## src/rtl/serdes_link_pkg.sv

```systemverilog
// Shared types and helpers for the SERDES word-alignment engine.
// Lane FSM encoding, counter sizing and packed-bus lane slicing.
package serdes_link_pkg;

  typedef enum logic [2:0] {
    ST_WAIT   = 3'd0,
    ST_CHECK  = 3'd1,
    ST_SLIP   = 3'd2,
    ST_LOCKED = 3'd3,
    ST_FAIL   = 3'd4
  } lane_state_e;

  localparam int STATE_W = 3;

  // Bits needed to hold the values 0..max_val (never narrower than 1).
  function automatic int cnt_width(input int max_val);
    return (max_val < 1) ? 1 : $clog2(max_val + 1);
  endfunction

  function automatic int lane_lsb(input int lane, input int width);
    return lane * width;
  endfunction

endpackage

```

## src/rtl/serdes_link_lane.sv

```systemverilog
// One SERDES lane: training-word TX register, BITSLIP alignment FSM,
// lock detection and a saturating error counter for the locked phase.
module serdes_link_lane
  import serdes_link_pkg::*;
#(
  parameter int             DATA_WIDTH    = 8,
  parameter logic [7:0]     TRAIN_PATTERN = 8'h2C,
  parameter int             SLIP_WAIT     = 4,
  parameter int             MATCH_COUNT   = 16,
  parameter int             MAX_SLIPS     = DATA_WIDTH,
  parameter int             ERR_WIDTH     = 16
) (
  input  logic                  CLKDIV,
  input  logic                  RST,
  input  logic                  restart,
  input  logic                  err_inject,
  input  logic [DATA_WIDTH-1:0] rx_data,
  output logic [DATA_WIDTH-1:0] tx_data,
  output logic                  bitslip,
  output logic                  locked,
  output logic                  fail,
  output logic [ERR_WIDTH-1:0]  err_count,
  output lane_state_e           state_dbg
);

  localparam int WAIT_W  = cnt_width(SLIP_WAIT);
  localparam int SLIP_W  = cnt_width(MAX_SLIPS);
  localparam int MATCH_W = cnt_width(MATCH_COUNT);

  localparam logic [DATA_WIDTH-1:0] TRAIN      = TRAIN_PATTERN[DATA_WIDTH-1:0];
  localparam logic [WAIT_W-1:0]     WAIT_LAST  = WAIT_W'((SLIP_WAIT > 0) ? SLIP_WAIT - 1 : 0);
  localparam logic [SLIP_W-1:0]     SLIP_MAX   = SLIP_W'(MAX_SLIPS);
  localparam logic [MATCH_W-1:0]    MATCH_LAST = MATCH_W'(MATCH_COUNT - 1);

  lane_state_e          state_q, state_d;
  logic [WAIT_W-1:0]    wait_q, wait_d;
  logic [SLIP_W-1:0]    slip_q, slip_d;
  logic [MATCH_W-1:0]   match_q, match_d;
  logic [ERR_WIDTH-1:0] err_q, err_d;
  logic                 rx_match;

  assign rx_match  = (rx_data == TRAIN);
  assign state_dbg = state_q;
  assign err_count = err_q;

  always_comb begin
    state_d = state_q;
    wait_d  = wait_q;
    slip_d  = slip_q;
    match_d = match_q;
    err_d   = err_q;
    case (state_q)
      ST_WAIT: begin
        if (wait_q == WAIT_LAST) begin
          wait_d  = '0;
          state_d = ST_CHECK;
        end else begin
          wait_d = wait_q + WAIT_W'(1);
        end
      end
      ST_CHECK: begin
        if (rx_match) begin
          match_d = match_q + MATCH_W'(1);
          if (match_q == MATCH_LAST) state_d = ST_LOCKED;
        end else if (slip_q == SLIP_MAX) begin
          state_d = ST_FAIL;
        end else begin
          match_d = '0;
          state_d = ST_SLIP;
        end
      end
      ST_SLIP: begin
        slip_d  = slip_q + SLIP_W'(1);
        state_d = ST_WAIT;
      end
      ST_LOCKED: begin
        if (!rx_match && (err_q != '1)) err_d = err_q + ERR_WIDTH'(1);
      end
      ST_FAIL: state_d = ST_FAIL;
      default: state_d = ST_WAIT;
    endcase
    // Restart wins over every state transition and wipes all lane history.
    if (restart) begin
      state_d = ST_WAIT;
      wait_d  = '0;
      slip_d  = '0;
      match_d = '0;
      err_d   = '0;
    end
  end

  // Outputs decode the current state one cycle late, so a SLIP cycle
  // yields exactly one BITSLIP pulse even if a restart lands on it.
  always_ff @(posedge CLKDIV) begin
    if (RST) begin
      state_q <= ST_WAIT;
      wait_q  <= '0;
      slip_q  <= '0;
      match_q <= '0;
      err_q   <= '0;
      tx_data <= TRAIN;
      bitslip <= 1'b0;
      locked  <= 1'b0;
      fail    <= 1'b0;
    end else begin
      state_q <= state_d;
      wait_q  <= wait_d;
      slip_q  <= slip_d;
      match_q <= match_d;
      err_q   <= err_d;
      tx_data <= TRAIN ^ DATA_WIDTH'(err_inject);
      bitslip <= (state_q == ST_SLIP);
      locked  <= (state_q == ST_LOCKED);
      fail    <= (state_q == ST_FAIL);
    end
  end

endmodule

```

## src/rtl/serdes_link_aligner.sv

```systemverilog
// Multi-lane OSERDES/ISERDES loopback aligner: one lane engine per channel
// plus a registered all-lanes-locked flag. Lane FSM states exported on STATE_DBG.
module serdes_link_aligner
  import serdes_link_pkg::*;
#(
  parameter int         NUM_CHANNELS  = 4,
  parameter int         DATA_WIDTH    = 8,
  parameter logic [7:0] TRAIN_PATTERN = 8'h2C,
  parameter int         SLIP_WAIT     = 4,
  parameter int         MATCH_COUNT   = 16,
  parameter int         MAX_SLIPS     = DATA_WIDTH,
  parameter int         ERR_WIDTH     = 16
) (
  input  logic                               CLKDIV,
  input  logic                               RST,
  input  logic                               RESTART,
  input  logic [NUM_CHANNELS-1:0]            ERR_INJECT,
  output logic [NUM_CHANNELS*DATA_WIDTH-1:0] TX_DATA,
  input  logic [NUM_CHANNELS*DATA_WIDTH-1:0] RX_DATA,
  output logic [NUM_CHANNELS-1:0]            BITSLIP,
  output logic [NUM_CHANNELS-1:0]            LOCKED,
  output logic [NUM_CHANNELS-1:0]            FAIL,
  output logic                               ALL_LOCKED,
  output logic [NUM_CHANNELS*ERR_WIDTH-1:0]  ERR_COUNT,
  output logic [NUM_CHANNELS*STATE_W-1:0]    STATE_DBG
);

  for (genvar n = 0; n < NUM_CHANNELS; n++) begin : g_lane
    serdes_link_lane #(
      .DATA_WIDTH   (DATA_WIDTH),
      .TRAIN_PATTERN(TRAIN_PATTERN),
      .SLIP_WAIT    (SLIP_WAIT),
      .MATCH_COUNT  (MATCH_COUNT),
      .MAX_SLIPS    (MAX_SLIPS),
      .ERR_WIDTH    (ERR_WIDTH)
    ) u_lane (
      .CLKDIV    (CLKDIV),
      .RST       (RST),
      .restart   (RESTART),
      .err_inject(ERR_INJECT[n]),
      .rx_data   (RX_DATA[lane_lsb(n, DATA_WIDTH) +: DATA_WIDTH]),
      .tx_data   (TX_DATA[lane_lsb(n, DATA_WIDTH) +: DATA_WIDTH]),
      .bitslip   (BITSLIP[n]),
      .locked    (LOCKED[n]),
      .fail      (FAIL[n]),
      .err_count (ERR_COUNT[lane_lsb(n, ERR_WIDTH) +: ERR_WIDTH]),
      .state_dbg (STATE_DBG[lane_lsb(n, STATE_W) +: STATE_W])
    );
  end

  always_ff @(posedge CLKDIV) begin
    if (RST) ALL_LOCKED <= 1'b0;
    else     ALL_LOCKED <= &LOCKED;
  end

endmodule

```

## config.mk

```make
export PLATFORM = sky130hd
export DESIGN_NAME = serdes_link_aligner
export DESIGN_NICKNAME = d
export VERILOG_FILES = /design/src/rtl/serdes_link_pkg.sv /design/src/rtl/serdes_link_lane.sv /design/src/rtl/serdes_link_aligner.sv
export SDC_FILE = /design/constraint.sdc
export NUM_CORES = 1
export LEC_CHECK = 0
export CORE_MARGIN = 5
export CORE_UTILIZATION = 50
export DETAILED_ROUTE_END_ITERATION = 12
export GPL_ROUTABILITY_DRIVEN = 1
export MAX_ROUTING_LAYER = met4
export PLACE_DENSITY = 0.8
export REMOVE_ABC_BUFFERS = 1
export SYNTH_ARGS = -nofsm -noshare
export SYNTH_HDL_FRONTEND = slang
export SYNTH_SLANG_ARGS = --single-unit
```

## constraint.sdc

```tcl
create_clock -name CLKDIV -period 2.81 [get_ports CLKDIV]
set_clock_uncertainty 0.1 [all_clocks]
set_input_delay 0.562 -clock CLKDIV [delete_from_list [all_inputs] [get_ports CLKDIV]]
set_output_delay 0.562 -clock CLKDIV [all_outputs]
set_load 0.02 [all_outputs]
```

-- Word-level counts from Yosys, hierarchy flattened
Index checks and enable logic that the tools add are counted.
Widths: inputs -> output; s select.
- register bits: 169
- output and inout bits: 121
- logic and storage cells: 167
- add/subtract/negate cells: 16
- equality and inequality tests: 48
- mux-type cells: 32
- bitwise logic cells: 4
- reductions and logical operators: 26
- operators by type and width (cell ; count):
    $add 16x1->16 const B ; 4
    $ne 16x16->1 const B ; 4
    $mux 3 ; 20
    $pmux 3 s4 ; 4
    $mux 5 ; 8
    $eq 3x2->1 const B ; 12
    $eq 8x6->1 const B ; 4
    $add 5x1->5 const B ; 4
    $eq 5x4->1 const B ; 4
    $add 4x1->4 const B ; 4
    $eq 4x4->1 const B ; 4
    $ne 2x1->1 const B ; 8
    $reduce_and 2->1 ; 8
    $add 3x1->3 const B ; 4
    $eq 3x1->1 const B ; 4
    $eq 3x3->1 const B ; 4
    $logic_not 3->1 ; 4
    $ne 3x3->1 const B ; 4
    $reduce_and 3->1 ; 4
    $logic_and 1x1->1 ; 4
    $logic_not 1->1 ; 4
    $not 1->1 ; 4
    $reduce_and 4->1 ; 1
    $reduce_or 2->1 ; 1

-- Depth between registers and ports, before layout
Gate-level depths: netlist of the first run.
- depth in word-level cells: 4
- gate-level depth with buffers: 7
- gate-level depth less buffers: 7

-- By module
Synthesis of the first run repeated with hierarchy kept, for this count alone.
- cells, all modules: 797
- area, all modules: 7118.1 um^2
- modules (own cells, without submodules) (module ; instances ; cells each ; area an instance (um^2) ; seq. area each (um^2)):
    serdes_link_lane (g_lane[0].u_lane ...) ; 3 ; 193 ; 1749.2 ; 700.7
    serdes_link_lane (g_lane[3].u_lane) ; 1 ; 215 ; 1834.3 ; 700.7
    serdes_link_aligner ; 1 ; 3 ; 36.3 ; 20.0

-- Worst setup path after synthesis of the first run
No wires, ideal clock.
- kind: reg2reg
- start: reg g_lane[0].u_lane.err_q[0]
- end: reg g_lane[0].u_lane.err_q[5]
- library setup time: 0.128 ns
- arrival: 1.958 ns
- required time: 2.582 ns
- slack: 0.625 ns
- stages on the path, launching flop included: 7
- buffers on the path: 0
- cells stage by stage: dfxtp_1 > ha_1 > nand3_1 > nor4_1 > nor4b_1 > xnor2_1 > nor2_1
- cells in the longest elaborated chain, start to end: 3
- elaborated cells between the ends (all ways): 4
- classes of those cells: add/sub: 1; eq/ne: 1; reduce/logical: 2
- RTL lines (element ; line ; text):
    from (decl) ; serdes_link_lane.sv:39 ; logic [ERR_WIDTH-1:0] err_q, err_d;
    from (signal assigned) ; serdes_link_lane.sv:110 ; err_q <= err_d;
    parallel branches: the longest is 3 deep, another holds $add 16x1->16 ; - ;
Several ways; the timed one is not identified.
A chain may end at the register's enable or synchronous reset.

-- Worst setup path after layout of the first run
- start: reg g_lane[1].u_lane.state_q[1]
- end: out STATE_DBG[4]
- RTL lines (element ; line ; text):
    from (decl) ; serdes_link_lane.sv:35 ; lane_state_e state_q, state_d;
    from (signal assigned) ; serdes_link_lane.sv:106 ; state_q <= state_d;
    to (decl) ; serdes_link_aligner.sv:25 ; output logic [NUM_CHANNELS*STATE_W-1:0] STATE_DBG
No word-level cell between the ends.

==> impl_metrics.toml, run 1 <==
[sta]
final.period_utilization_pct = 82.0
rsz_0062_raised_after_global_routing = "no"
setup-tns-final_ns = 0
layout_setup_ws_ns = 0.505
worst_slew_pin_slew_ns = 0.747
final_hold_viol_count = 0
relSlewSlack_pct = 49.7
setup_viol = 0
timing_max_transition_violations_final = 0
holdWs_ns = 0.325
clock.fmax_mhz = 434
timing.final.crit_period_ns = 2.31

[cts]
cts_resized = 0
post-cts-setup-buffers = 0
cts_inserted_buffers = 17
htree_levels = 4
ctsHoldBuffers = 0
cts_num_sinks = 141
clk_path_buf_depth = 2
cts_tree = "yes"
cts.reportedPaths.clkPinSlew_ns = 0.06
ctsRootBufferMaster = "sky130_fd_sc_hd__clkbuf_16"
clock_latency_reported_for_the_late_side_of_the_worst_skew_pair_ns = 0.42

[global_route]
globalRoute.totalOverflow = 0
vias_in_the_first_global_route = 5540
grt_first_pass_wirelength_mm = 25.5
pin_count_of_the_biggest_net_entering_global_routing = 36
antenna_found_initial = 0
grt_use_total_pct = 19.6

[detailed_routing]
drt.antenna.violating_nets = 0
drt-wirelength-per-cell_um = 13.8
drc = 0
vias_per_cell = 5.33
drt_first_pass_iters = 5
total_vias_in_the_final_route = 5875
dr.first_iter.drc_count = 381
detail_route.wirelength_mm = 15.2

[synthesis]
synth.cell_area_mm2 = 0.00683
synthCells = 788
yosys_warnings = 0
synth.area.top_cells = "sky130_fd_sc_hd__dfxtp_1, sky130_fd_sc_hd__nor2_1, sky130_fd_sc_hd__buf_4, sky130_fd_sc_hd__ha_1, sky130_fd_sc_hd__xnor2_1"
postSynth.topFlopCell = "sky130_fd_sc_hd__dfxtp_1"
synth.distinct_cells = 59
synth_enable_flop_cells = 0
yosys-top-cells-count = "sky130_fd_sc_hd__dfxtp_1, sky130_fd_sc_hd__nor2_1, sky130_fd_sc_hd__nand2_1, sky130_fd_sc_hd__buf_4, sky130_fd_sc_hd__a21oi_1"
netlist.top_cell.by_area = "sky130_fd_sc_hd__dfxtp_1"
synthDominantCellAreaShare_pct = 41.4
most_common_cell_in_the_netlist = "sky130_fd_sc_hd__dfxtp_1"
synth-async-reset-ratio_pct = 0
synth.yosys.seq_area_share_pct = 41.4
synth.ff_latch_count = 141
syn_avg_cell_area_um2 = 8.66

[cells_and_area]
register_area_mm2 = 0.00282
finish.utilization_pct = 65.8
multi_input_comb_area_mm2 = 0.00364
antenna-diode-count = 0
final_standard_cell_area_without_fillers_mm2 = 0.00874
synth_to_final_area_change_pct = 28.1
nNetsFinal = 977
final_cells = 1103
layout.filler_cells = 1117
final_layout_size_suffix_gt1_share_pct = 6.90

[worst_setup_path]
timing.critical_path.fanout_max = 11
max_stage_delay_ns = 0.69
critPathArrivalTime_ns = 1.64
timing.critical_path.required_ns = 2.15
cp_slowest_cell = "sky130_fd_sc_hd__clkdlybuf4s50_1"
cp_num_buf_inv = 1
timing.critical_path.cells = "clkdlybuf4s50_1"
worstSetupStartpointType = "register"
worstSetupPathType = "register to output pin"
timing.critical_path.max_delay_family = "buffers and inverters"
type_of_destination_of_the_critical_path = "output pin"

[place]
io_buffers = 131
dp.final_hpwl_mm = 11.1
place_congestion = 0.846
place.detailed.instances = 1071
place_ws_ns = 0.139
placement.cell_area_mm2 = 0.00820

[floorplanning]
floorplan.die.height_um = 127
placementRows = 42
ioPinCount = 160
coreArea_mm2 = 0.0133
initial_core_utilization_pct = 51.3
dieArea_mm2 = 0.0161
die_x_um = 127

[power_and_ir_drop]
power.share.sequential_pct = 47.2
power_share_of_the_clock_group_pct = 48.6
power.density_cell_area_mw_per_mm2 = 489
p_total_mw = 4.27
comb_power_share_pct = 4.3
power_switching_share_pct = 21.2
p_sw_mw = 0.906
power.ir.vdd_worst_mv = 0.307
cellLeakagePower_nw = 3.08
total_internal_power_mw = 3.37

[hold_path]
min_path_type = "register to register"

[status]
status = "finished clean"

[flow_run]
max_cap_violations = 0
-- power groups by stage --
stage | Clock (mW) | Sequential [mW] | Combinational (mW)
floorplan | 0 | 2.06 | 0.0795
global placement | 0 | 2.06 | 0.181
detailed placement | 0 | 2.06 | 0.183
CTS | 2.12 | 2.01 | 0.184
global route | 2.22 | 2.01 | 0.199
finish | 2.07 | 2.01 | 0.183
-- per-layer routing --
metal / track usage, % / wire length (um) / part of all wire (%) / vias to the layer above
met5: - / 0 / 0 / -
met4: 6.56 / 178 / 1.2 / 0
met3: 5.72 / 919 / 6.0 / 19
met2: 31.7 / 7270 / 48 / 148
met1: 23.4 / 6830 / 45 / 2730
li1: - / - / - / 2978
-- state kept, by name, indices dropped and copies added (netlist names), 4 cells and up --
signal	cells
g_lane.u_lane.err_count	64
g_lane.u_lane.match_q	20
g_lane.u_lane.slip_q	16
g_lane.u_lane.state_dbg	12
g_lane.u_lane.wait_q	12
g_lane.u_lane.bitslip	4
g_lane.u_lane.fail	4
g_lane.u_lane.locked	4
g_lane.u_lane.tx_data	4
-- cell families after synthesis --
logic type | after synthesis | synth area share [%]
AND/OR/NAND/NOR | 367 | 28.2
flip-flops | 141 | 41.4
AO/OA/AOI/OAI | 111 | 11.2
buffers and inverters | 82 | 6.84
XOR/XNOR | 57 | 7.31
adder cells (fa/ha/maj) | 24 | 4.40
multiplexers | 4 | 0.587
other | 2 | 0.110
-- cell usage in the layout (no fill, tap or decap), types with 6 or more instances in the layout --
| cell type | instances |
|---|---|
| sky130_fd_sc_hd__nand3_1 | 34 |
| sky130_fd_sc_hd__xor2_1 | 26 |
| sky130_fd_sc_hd__nor2_1 | 123 |
| sky130_fd_sc_hd__nor4b_1 | 9 |
| sky130_fd_sc_hd__ha_1 | 24 |
| sky130_fd_sc_hd__a31oi_1 | 10 |
| sky130_fd_sc_hd__clkbuf_16 | 17 |
| sky130_fd_sc_hd__nand2b_1 | 14 |
| sky130_fd_sc_hd__inv_1 | 16 |
| sky130_fd_sc_hd__and3_1 | 10 |
| sky130_fd_sc_hd__nand3b_1 | 8 |
| sky130_fd_sc_hd__conb_1 | 28 |
| sky130_fd_sc_hd__a21oi_1 | 39 |
| sky130_fd_sc_hd__nand2_1 | 52 |
| sky130_fd_sc_hd__a211oi_1 | 16 |
| sky130_fd_sc_hd__or3_1 | 13 |
| sky130_fd_sc_hd__nand4_1 | 27 |
| sky130_fd_sc_hd__nor4_1 | 9 |
| sky130_fd_sc_hd__dfxtp_1 | 141 |
| sky130_fd_sc_hd__nor3_1 | 24 |
| sky130_fd_sc_hd__o21ai_0 | 12 |
| sky130_fd_sc_hd__buf_4 | 14 |
| sky130_fd_sc_hd__xnor2_1 | 31 |
| sky130_fd_sc_hd__clkinv_2 | 7 |
| sky130_fd_sc_hd__clkdlybuf4s50_1 | 131 |
| sky130_fd_sc_hd__nor2b_1 | 9 |
| sky130_fd_sc_hd__and2_1 | 6 |
| sky130_fd_sc_hd__nor3b_1 | 7 |
-- path summary, 6_finish.rpt --
check	from	slack [ns]	end	cells after the start
max	g_lane[1].u_lane.state_dbg[1]	0.50	STATE_DBG[4]	1
min	g_lane[2].u_lane.wait_q[2]	0.33	g_lane[2].u_lane.wait_q[2]	2
max reg2reg	g_lane[3].u_lane.err_count[0]	0.60	g_lane[3].u_lane.err_count[2]	6
min reg2reg	g_lane[2].u_lane.wait_q[2]	0.33	g_lane[2].u_lane.wait_q[2]	2
-- final cells by class --
type / count / area share (%)
clock buffers: 24 / 5.51
multi-input cells: 591 / 41.6
clock inverters: 8 / 0.744
inverters: 16 / 0.687
flip-flops and latches: 141 / 32.3
repair buffers: 147 / 16.7
well taps: 176 / 2.52
Note: power is estimated with default switching activity, not from simulation.
==> run 2: changes to the inputs <==
- clock period: 2.81 -> 2.2 ns (I/O delays scaled with it)
==> run 2 against run 1 <==
  * Critical path depth grew 1
  * Global-route usage grew 0.81 points
  * Flip-flop and latch count is the same
  * Final area grew 5.1%
  * Worst setup slack lost 0.45 ns
  * Count of clock-buffer cells in the layout is the same
  * Combinational power grew 32%
==> impl_metrics.toml, run 2 (synthesized netlist as in run 1, its figures left out) <==
[worst_setup_path]
worstSetupPathType = "register to output pin"
cp_slowest_cell = "sky130_fd_sc_hd__clkdlybuf4s50_1"
timing.critical_path.max_delay_family = "buffers and inverters"
worst_r2r_endpoint = "g_lane[3].u_lane.err_count[13]"
rr_startpoint = "g_lane[3].u_lane.err_count[6]"
max_stage_delay_ns = 0.64
timing.critical_path.cells = "buf_4 > clkdlybuf4s50_1"
type_of_destination_of_the_critical_path = "output pin"
timing.critical_path.required_ns = 1.66
timing.critical_path.fanout_max = 6
critPathArrivalTime_ns = 1.60
reg2reg_slack_ns = 0.17
rr_worst_depth = 5
worstSetupStartpointType = "register"
cp_num_buf_inv = 2

[floorplanning]
dieArea_mm2 = 0.0161
die_x_um = 127
floorplan.die.height_um = 127
ioPinCount = 160
coreArea_mm2 = 0.0133
placementRows = 42
initial_core_utilization_pct = 51.3

[cells_and_area]
antenna-diode-count = 0
final_layout_size_suffix_gt1_share_pct = 11.8
largest_register_ff_count = 64
layout.cells.most_common_list = "sky130_fd_sc_hd__dfxtp_1, sky130_fd_sc_hd__clkdlybuf4s50_1, sky130_fd_sc_hd__nor2_1"
most_common_library_cell_in_the_layout_ignoring_fill_and_taps = "sky130_fd_sc_hd__dfxtp_1"
layout.filler_cells = 1071
final_cells = 1153
final_standard_cell_area_without_fillers_mm2 = 0.00919
synth_to_final_area_change_pct = 34.6
nNetsFinal = 1028

[hold_path]
min_path_type = "register to register"
timing.hold.worst_path_depth = 2
worst_hold_startpoint = "g_lane[3].u_lane.wait_q[2]"
hold_end = "g_lane[3].u_lane.wait_q[2]"

[global_route]
grt_first_pass_wirelength_mm = 26.5
antenna_found_initial = 0
vias_in_the_first_global_route = 5822
grt_use_total_pct = 20.4
globalRoute.totalOverflow = 0
pin_count_of_the_biggest_net_entering_global_routing = 43

[cts]
clk_path_buf_depth = 2
cts_tree = "yes"
htree_levels = 4
cts.reportedPaths.clkPinSlew_ns = 0.06
clock_latency_reported_for_the_late_side_of_the_worst_skew_pair_ns = 0.42
cts_num_sinks = 141
cts_inserted_buffers = 17
ctsHoldBuffers = 0
ctsRootBufferMaster = "sky130_fd_sc_hd__clkbuf_16"
post-cts-setup-buffers = 0
cts_resized = 0

[sta]
relSlewSlack_pct = 52.0
clock.fmax_mhz = 467
setup_viol = 0
holdWs_ns = 0.326
rsz_0062_raised_after_global_routing = "no"
final.period_utilization_pct = 97.4
timing.final.crit_period_ns = 2.14
worst_slew_pin_slew_ns = 0.718
layout_setup_ws_ns = 0.0568
timing_max_transition_violations_final = 0
final_hold_viol_count = 0

[place]
placement.cell_area_mm2 = 0.00862
io_buffers = 131
place.detailed.instances = 1122
place_congestion = 0.828
dp.final_hpwl_mm = 11.5
place_ws_ns = -0.325

[power_and_ir_drop]
cellLeakagePower_nw = 3.35
power.density_cell_area_mw_per_mm2 = 606
power.ir.vdd_worst_mv = 0.560
p_total_mw = 5.57

[detailed_routing]
vias_per_cell = 5.32
drt.antenna.violating_nets = 0
detail_route.wirelength_mm = 15.8
drt-wirelength-per-cell_um = 13.7
drc = 0
dr.first_iter.drc_count = 362
total_vias_in_the_final_route = 6129
drt_first_pass_iters = 5

[status]
status = "finished clean"

[flow_run]
max_cap_violations = 0
==> run 2: cell count changes in the layout (fill, tap and decap cells not counted), sizes merged <==
cell and change:
clkinvlp +1, bufinv +1, clkinv -3, buf +51
==> run 2: area by class of cell <==
type / instances / area, um^2 / area share, %
Tap cell: 176 / 220 / 2.40
Multi-Input combinational cell: 591 / 3640 / 39.6
Timing Repair Buffer: 198 / 1880 / 20.4
Clock buffer: 24 / 482 / 5.24
Clock inverter: 7 / 87.6 / 0.953
Inverter: 16 / 60.1 / 0.654
Sequential cell: 141 / 2820 / 30.7
==> run 2: worst max path at each step <==
stage | start | end | slack [ns] | cells after the start
2_1_floorplan | g_lane[3].u_lane.err_count[0] | g_lane[3].u_lane.err_count[0] | -0.29 | 6
3_3_place_gp | RX_DATA[2] | g_lane[0].u_lane.match_q[3] | -0.28 | 5
3_5_place_dp | RX_DATA[2] | g_lane[0].u_lane.match_q[3] | -0.33 | 5
4_1_cts | g_lane[0].u_lane.state_dbg[1] | STATE_DBG[1] | 0.04 | 2
5_1_grt | g_lane[0].u_lane.state_dbg[1] | STATE_DBG[1] | 0.02 | 2
6_report | g_lane[0].u_lane.state_dbg[1] | STATE_DBG[1] | 0.06 | 2
==> run 2: power by group <==
part           switching [mW]  internal (mW)
sequential            0.00635           2.57
combinational           0.131          0.111
clock                    1.01           1.74
==> run 2: worst reg2reg max path: cells and delay by family (launching register included) <==
kind	cells	cell delay (ns)
compound gates	3	0.84
flops	1	0.39
simple gates	2	0.61
==> run 2: metrics by stage <==
stage	setup TNS [ns]	utilization (%)
2_1_floorplan	-3.37	-
5_1_grt	0	69.1
3_5_place_dp	-6.20	64.8
4_1_cts	0	69.1
6_report	0	69.1
3_3_place_gp	-4.67	64.8
==> run 2: per-layer routing <==
layer	global-route usage (%)	part of all wire, %
met5	-	0
met4	7.38	2.0
met3	4.33	5.1
met2	34.8	49
met1	23.6	44
==> run 3: changes to the inputs <==
- ABC_AREA: unset -> 1
- CORE_UTILIZATION: 50 -> 35
- PLACE_DENSITY: 0.8 -> unset
==> run 3 against run 2 <==
  * Wire length is 17% higher
  * Cell count increased by 35%
  * Worst setup slack improved by 0.011 ns
  * Sequential share of layout area shrank 1.6 points
  * Global-route usage shrank 4.8 points
  * Fmax rose by 0.49%
  * Combinational power increased by 11%
  * Register-to-register slack better by 0.08 ns
  * Sequential power about the same
  * Synthesized area is 12% higher
  * Largest power group unchanged
  * Highest routed layer unchanged
==> impl_metrics.toml, run 3 <==
[global_route]
grt_first_pass_wirelength_mm = 30.8
grt_use_total_pct = 15.6
pin_count_of_the_biggest_net_entering_global_routing = 52
vias_in_the_first_global_route = 6491
antenna_found_initial = 0
globalRoute.totalOverflow = 0

[flow_run]
max_cap_violations = 0

[synthesis]
syn_avg_cell_area_um2 = 6.73
synth.yosys.seq_area_share_pct = 37.0
synth-async-reset-ratio_pct = 0
synth.distinct_cells = 35
yosys_warnings = 0
synth.area.top_cells = "sky130_fd_sc_hd__dfxtp_1, sky130_fd_sc_hd__nand2_1, sky130_fd_sc_hd__nor2_1, sky130_fd_sc_hd__inv_1, sky130_fd_sc_hd__a21oi_1"
postSynth.topFlopCell = "sky130_fd_sc_hd__dfxtp_1"
most_common_cell_in_the_netlist = "sky130_fd_sc_hd__nand2_1"
synth_enable_flop_cells = 0
synthCells = 1134
synth.cell_area_mm2 = 0.00763
synthDominantCellAreaShare_pct = 37.0
yosys-top-cells-count = "sky130_fd_sc_hd__nand2_1, sky130_fd_sc_hd__nor2_1, sky130_fd_sc_hd__dfxtp_1, sky130_fd_sc_hd__inv_1, sky130_fd_sc_hd__a21oi_1"
synth.ff_latch_count = 141
netlist.top_cell.by_area = "sky130_fd_sc_hd__dfxtp_1"

[sta]
final.period_utilization_pct = 96.9
timing_max_transition_violations_final = 0
rsz_0062_raised_after_global_routing = "no"
clock.fmax_mhz = 469
relSlewSlack_pct = 47.5
timing.final.crit_period_ns = 2.13
setup_viol = 0
final_hold_viol_count = 0
worst_slew_pin_slew_ns = 0.784
layout_setup_ws_ns = 0.0673
setup-tns-final_ns = 0

[worst_setup_path]
rr_worst_depth = 8
path_depth = 1
type_of_destination_of_the_critical_path = "output pin"
cp_num_buf_inv = 1
critPathArrivalTime_ns = 1.59
timing.critical_path.cells = "clkdlybuf4s50_1"
timing.critical_path.fanout_max = 7
cp_slowest_cell = "sky130_fd_sc_hd__clkdlybuf4s50_1"
max_stage_delay_ns = 0.67
timing.critical_path.max_delay_family = "buffers and inverters"
worstSetupStartpointType = "register"
timing.critical_path.required_ns = 1.66
worstSetupPathType = "register to output pin"
reg2reg_slack_ns = 0.25

[cts]
cts.reportedPaths.clkPinSlew_ns = 0.06
htree_levels = 4
cts_inserted_buffers = 17
cts_tree = "yes"
ctsRootBufferMaster = "sky130_fd_sc_hd__clkbuf_16"
cts_resized = 0
clk_path_buf_depth = 2
post-cts-setup-buffers = 0
ctsHoldBuffers = 0
cts_num_sinks = 141
clock_latency_reported_for_the_late_side_of_the_worst_skew_pair_ns = 0.42

[power_and_ir_drop]
p_total_mw = 5.87
power.ir.vdd_worst_mv = 0.482
cellLeakagePower_nw = 3.77
power.density_cell_area_mw_per_mm2 = 605

[cells_and_area]
finish.utilization_pct = 44.9
nNetsFinal = 1322
antenna-diode-count = 0
final_layout_size_suffix_gt1_share_pct = 7.24
synth_to_final_area_change_pct = 27.3
largest_register_ff_count = 64
most_common_library_cell_in_the_layout_ignoring_fill_and_taps = "sky130_fd_sc_hd__nand2_1"
layout.filler_cells = 2215
layout.cells.most_common_list = "sky130_fd_sc_hd__nand2_1, sky130_fd_sc_hd__nor2_1, sky130_fd_sc_hd__dfxtp_1"

[floorplanning]
floorplan.die.height_um = 158
coreArea_mm2 = 0.0216
dieArea_mm2 = 0.0248
initial_core_utilization_pct = 35.3
ioPinCount = 160
die_x_um = 158
placementRows = 54

[detailed_routing]
vias_per_cell = 4.54
total_vias_in_the_final_route = 7040
detail_route.wirelength_mm = 18.6
drc = 0
dr.first_iter.drc_count = 263
drt-wirelength-per-cell_um = 12.0
drt.antenna.violating_nets = 0
drt_first_pass_iters = 6

[place]
dp.final_hpwl_mm = 13.5
place_ws_ns = -0.0384
io_buffers = 131
place_congestion = 0.794

[hold_path]
timing.hold.worst_path_depth = 1
min_path_type = "register to register"

[status]
status = "finished clean"
-- run 3: final timing paths --
check                                  from                             end
max          g_lane[2].u_lane.err_count[14]                   ERR_COUNT[46]
min              g_lane[3].u_lane.slip_q[3]      g_lane[3].u_lane.slip_q[3]
max reg2reg   g_lane[0].u_lane.err_count[0]  g_lane[0].u_lane.err_count[15]
min reg2reg      g_lane[3].u_lane.slip_q[3]      g_lane[3].u_lane.slip_q[3]
-- run 3: through the flow --
stage	hold slack, ns	cells	area (um^2)
2_1_floorplan	0.318	1098	7280
3_3_place_gp	0.327	1520	9100
3_5_place_dp	0.333	1520	9100
4_1_cts	0.350	1551	9710
5_1_grt	0.375	1551	9710
6_report	0.347	1551	9710
-- run 3: layout make-up --
cell class / count / area, um^2 / share of cell area (%)
clock buffers: 19 / 443 / 4.56
clock inverters: 12 / 170 / 1.75
inverters: 142 / 534 / 5.50
multi-input cells: 815 / 3930 / 40.5
flip-flops and latches: 141 / 2820 / 29.1
well taps: 280 / 350 / 3.61
repair buffers: 142 / 1460 / 15.0
-- run 3: routing by layer --
layer / vias to the layer above / track usage (%) / share of wire, %
met2: 125 / 25.1 / 46
met3: 12 / 3.47 / 4.2
met5: - / - / 0
met4: 0 / 3.61 / 0.73
li1: 3771 / - / -
met1: 3132 / 20.1 / 49
-- run 3: logic make-up after synthesis --
logic type | count (synthesis) | synth area share, %
flops | 141 | 37.0
fa+ha+maj | 24 | 3.94
simple gates | 616 | 35.5
other cells | 2 | 0.0984
compound gates | 129 | 8.64
buf+inv | 204 | 12.8
xor+xnor | 18 | 2.07
-- run 3: report_power, final --
| part | switching [mW] | leakage (nW) | internal [mW] |
|---|---|---|---|
| registers | 0.00875 | 1.14 | 2.57 |
| clock network | 1.11 | 0.302 | 1.91 |
| logic | 0.157 | 2.33 | 0.111 |
| total | 1.28 | 3.77 | 4.59 |
